## config.mk

```make
export PLATFORM = sky130hd
export DESIGN_NAME = acc_stream_out
export DESIGN_NICKNAME = d
export VERILOG_FILES = /design/src/rtl/acc_stream_out.sv
export SDC_FILE = /design/constraint.sdc
export NUM_CORES = 1
export LEC_CHECK = 0
export ABC_AREA = 1
export CAP_MARGIN = 0
export CORE_UTILIZATION = 50
export DETAILED_ROUTE_END_ITERATION = 10
export PLACE_DENSITY = 0.84
export RECOVER_POWER = 50
export SYNTH_ARGS = -nofsm -noshare
export SYNTH_HDL_FRONTEND = slang
export SYNTH_SLANG_ARGS = --single-unit
```

## constraint.sdc

```tcl
create_clock -name clk -period 4.2 [get_ports clk]
set_input_delay 1.05 -clock clk [delete_from_list [all_inputs] [get_ports clk]]
set_output_delay 1.05 -clock clk [all_outputs]
set_load 0.01 [all_outputs]
```

## src/rtl/acc_stream_out.sv

```systemverilog
// acc_stream_out: parallel-to-serial converter. Captures a whole batch of
// VEC_WIDTH words in one handshake and replays it element 0 first over a
// valid/ready stream. A new batch can be taken on the last-word transfer so
// consecutive batches stream without a bubble.
module acc_stream_out #(
  parameter int unsigned VEC_WIDTH  = 4,
  parameter int unsigned DATA_WIDTH = 16,
  localparam int unsigned IdxW      = (VEC_WIDTH > 1) ? $clog2(VEC_WIDTH) : 1
) (
  input  logic                  clk,
  input  logic                  rst,
  input  logic                  batch_valid_i,
  output logic                  batch_ready_o,
  input  logic [DATA_WIDTH-1:0] batch_data_in [0:VEC_WIDTH-1],
  output logic                  stream_valid_o,
  input  logic                  stream_ready_i,
  output logic [DATA_WIDTH-1:0] stream_data_out,
  output logic                  stream_last_o,
  output logic [IdxW-1:0]       stream_idx_o
);

  typedef enum logic {StIdle, StStream} state_e;

  localparam logic [IdxW-1:0] LastIdx = IdxW'(VEC_WIDTH - 1);

  state_e                state_q, state_d;
  logic [IdxW-1:0]       idx_q, idx_d;
  logic [DATA_WIDTH-1:0] regs_q [0:VEC_WIDTH-1];
  logic [DATA_WIDTH-1:0] regs_d [0:VEC_WIDTH-1];
  logic                  is_last;
  logic                  capture;

  assign is_last = (idx_q == LastIdx);

  // Next-state, batch capture and batch_ready_o. Ready depends combinationally
  // on stream_ready_i during the last word so a new batch can follow directly.
  always_comb begin
    state_d       = state_q;
    idx_d         = idx_q;
    regs_d        = regs_q;
    capture       = 1'b0;
    batch_ready_o = 1'b0;
    unique case (state_q)
      StIdle: begin
        batch_ready_o = 1'b1;
        if (batch_valid_i) begin
          capture = 1'b1;
          idx_d   = '0;
          state_d = StStream;
        end
      end
      StStream: begin
        if (stream_ready_i) begin
          if (!is_last) begin
            idx_d = idx_q + 1'b1;
          end else begin
            batch_ready_o = 1'b1;
            if (batch_valid_i) begin
              capture = 1'b1;
              idx_d   = '0;
            end else begin
              state_d = StIdle;
            end
          end
        end
      end
      default: state_d = StIdle;
    endcase
    if (capture) begin
      regs_d = batch_data_in;
    end
    // No batch may be accepted while reset is asserted.
    if (rst) begin
      batch_ready_o = 1'b0;
    end
  end

  // State, index and batch registers with synchronous reset.
  always_ff @(posedge clk) begin
    if (rst) begin
      state_q <= StIdle;
      idx_q   <= '0;
      regs_q  <= '{default: '0};
    end else begin
      state_q <= state_d;
      idx_q   <= idx_d;
      regs_q  <= regs_d;
    end
  end

  // Stream outputs: word select by index, forced to zero when idle.
  always_comb begin
    stream_valid_o  = (state_q == StStream);
    stream_last_o   = stream_valid_o && is_last;
    stream_idx_o    = idx_q;
    stream_data_out = '0;
    for (int i = 0; i < VEC_WIDTH; i++) begin
      if (stream_valid_o && (idx_q == IdxW'(i))) begin
        stream_data_out = regs_q[i];
      end
    end
  end

endmodule

```

==> summary.txt <==
Layout Nets - 597
average routed wire per standard cell - 13.6 um
Initial Util - 51.9%
global placement routability congestion - 0.821
endpoint kind of the worst setup timing path - output pin
final sum of negative setup slack - 0 ns
largest net degree at the start of global routing - 66
leakage power total - 1.77 nW
required time reported for the critical path endpoint - 3.15 ns
Achievable Freq - 283 MHz
Critical Path Source - stream_ready_i
layout-stage area growth over the synthesis result - 32.7%
syn_area_per_cell - 6.78 um2
largest cells by area after synthesis - dfxtp_1, nor2_1, nand2_1
Synth Instances - 453
Die Footprint - 0.00646 mm2
CTS tree - yes
I/O pin total - 89
area fraction in compound gates after synthesis - 10.9%
Post-synth top cells - nor2_1, nand2_1, dfxtp_1
Pre-Repair DR Iteration Count - 6
FF-to-FF End - regs_q[19]$_SDFFE_PP0P_
total wire length after detailed routing - 8.20 mm
beginning of the worst register-to-register path - stream_idx_o[1]$_SDFFE_PP0P_
final worst path period need - 3.53 ns
DP Wirelength - 5.32 mm
Vias per Instance - 5.25
data arrival at the endpoint of the critical path - 2.48 ns
post-route antenna net violation count - 0
area taken by flip-flops and latches - 0.00134 mm2
die boundary height - 80.4 um
parity-gate share of the synthesized area counting xor and xnor cells - 0%
unrepaired setup endpoints after global routing - no
post-route DRC violation count - 0
depth of the most critical reg-to-reg path - 8
Core Rows - 28
cell count after placement - 589
peak supply drop - 196 uV
number of nets produced by synthesis - 525
root cell of the clock tree - clkbuf_8
total core area - 0.00592 mm2
die boundary width - 80.4 um
final global-route overflow total - 0
number of register bits inferred by synthesis - 67
count of buffers added by post-CTS timing repair for setup - 0
Final Max Slew Viols - 0
combined area of the multi-input logic cells - 0.00147 mm2
via count - 3176
number of synthesized flops with an enable pin - 0
clock tree skew after final layout - 0.00325 ns
area share of the leading cell type in the synthesized netlist - 43.7%
most frequent cell after synthesis - nor2_1
number of H-tree branching levels - 3
combined global-route utilization of all metal layers - 27.3%
worst min-delay path endpoint - regs_q[6]$_SDFFE_PP0P_
top_reg_cell synth - dfxtp_1
fin crit share - 84.0%
worst-path maximum fanout - 3
Adder-Cell Fraction of Synth Area - 1.63%
initial antenna violation count - 0
number of unique standard cell types used by synthesis - 17
final cell count without fillers - 605
power density over the cells - 368 mW/mm2
netlist area before placement - 0.00307 mm2
initial drt markers - 329
first-pass GRT wire length - 13.3 mm
CP Launch Type - input port
clock slew seen by the registers of the worst setup and hold paths - 0.07 ns
run status - complete, no violations
crit path kind - input port to output pin
ratio of cells with drive above 1 in the final layout - 3.96%
clock latency at the later pin of the worst-skew pair - 0.33 ns
worst hold path stage count - 2
antenna cells - 0
Clock Tree Buf Depth - 2
Async S/R FF share, synth - 0%
post-synthesis sequential area ratio - 43.7%
yosys synthesis warning count - 0
max-slew headroom at the worst pin - 3.32%
slew at the pin closest to its max-slew limit - 1.45 ns
total of hold buffers inserted after clock tree synthesis - 0
clock sink total - 67
setup violation total in the final timing report - 0
Post-Synth Simple-Gate Area - 35.4%
total CTS buffers - 9
combinational family with the most area after synthesis - simple AND/OR/NAND/NOR gates
hold path start - regs_q[6]$_SDFFE_PP0P_
proportion of synthesized area in mux cells - 0%
Worst Hold Class - flop to flop
PortBufs - 88
Maximum Capacitance Violations - 0
cell type contributing the most total cell area after synthesis - dfxtp_1
count of endpoints failing hold in the final timing report - 0
number of global-route vias before repair - 2840
minimum setup slack among reg-to-reg paths - 2.20 ns
fill cell instance count of the final layout - 509
number of gates given a new drive strength after cts - 0
[per-layer routing]
layer | track usage (%) | vias up | wire length [um]
li1 | - | 1585 | -
met1 | 35.4 | 1420 | 3520
met2 | 43.6 | 148 | 3900
met3 | 4.55 | 23 | 551
met4 | 13.8 | 0 | 231
met5 | 0 | - | 0
[cells by family (layout without fill, tap and decap cells)]
| group | Yosys count | count (layout) |
|---|---|---|
| buffers and inverters | 43 | 120 |
| and+or+nand+nor | 272 | 272 |
| adders and majority gates | 4 | 4 |
| AOI/OAI and AO/OA | 67 | 67 |
| DFF | 67 | 67 |
[area by class of cell]
cell class | instances | share of cell area, %
flip-flops and latches | 67 | 32.9
well taps | 75 | 2.30
multi-input cells | 343 | 36.2
repair buffers | 93 | 22.5
inverters | 11 | 1.01
clock buffers | 15 | 4.33
clock inverters | 1 | 0.737
[worst max-delay path by stage]
stage                     depth (start not counted)                  end  slack (ns)
after global routing                              8  stream_data_out[10]        0.55
after CTS                                         8  stream_data_out[10]        0.68
after floorplan                                   8  stream_data_out[10]        1.75
final                                             6        batch_ready_o        0.67
after global placement                            6        batch_ready_o        0.81
after detailed placement                          6        batch_ready_o        0.74
[cells in the final DEF (no fill, tap or decap), drive strengths merged]
cell type,netlist,layout
clkbuf,6,15
clkdlybuf4s50,0,84
o21ai,65,65
bufinv,0,1
dfxtp,67,67
inv,11,11
a21oi,2,2
ha,4,4
nand3,16,16
nand2,76,76
buf,26,5
dlygate4sd3,0,4
nor2,163,163
nand4,17,17
[flip-flops by register name, summed over array words and instances, names as in the netlist]
signal          flops
stream_valid_o      1
regs_q             64
stream_idx_o        2
[stage by stage]
stage	hold WS [ns]	util [%]	area, um2	worst slack, ns	total power, mW
floorplan	0.455	-	3070	1.75	0.853
global placement	0.463	65.3	3870	0.807	0.948
detailed placement	0.473	65.3	3870	0.744	0.957
CTS	0.488	68.8	4080	0.679	1.50
global route	0.504	68.8	4080	0.551	1.56
finish	0.485	68.8	4080	0.671	1.50
[where the power goes]
group | leakage (nW) | switching [mW] | internal, mW | total (mW)
combinational | 1.11 | 0.117 | 0.115 | 0.233
sequential | 0.555 | 0.0260 | 0.685 | 0.711
clock | 0.104 | 0.231 | 0.324 | 0.555
[critical path: stages]
cell	delay, ns
dlygate4sd3_1	0.57
nand2_1	0.10
nand2_2	0.09
inv_1	0.04
nor2_1	0.08
clkdlybuf4s50_1	0.54
(Power assumes the default switching activity.)
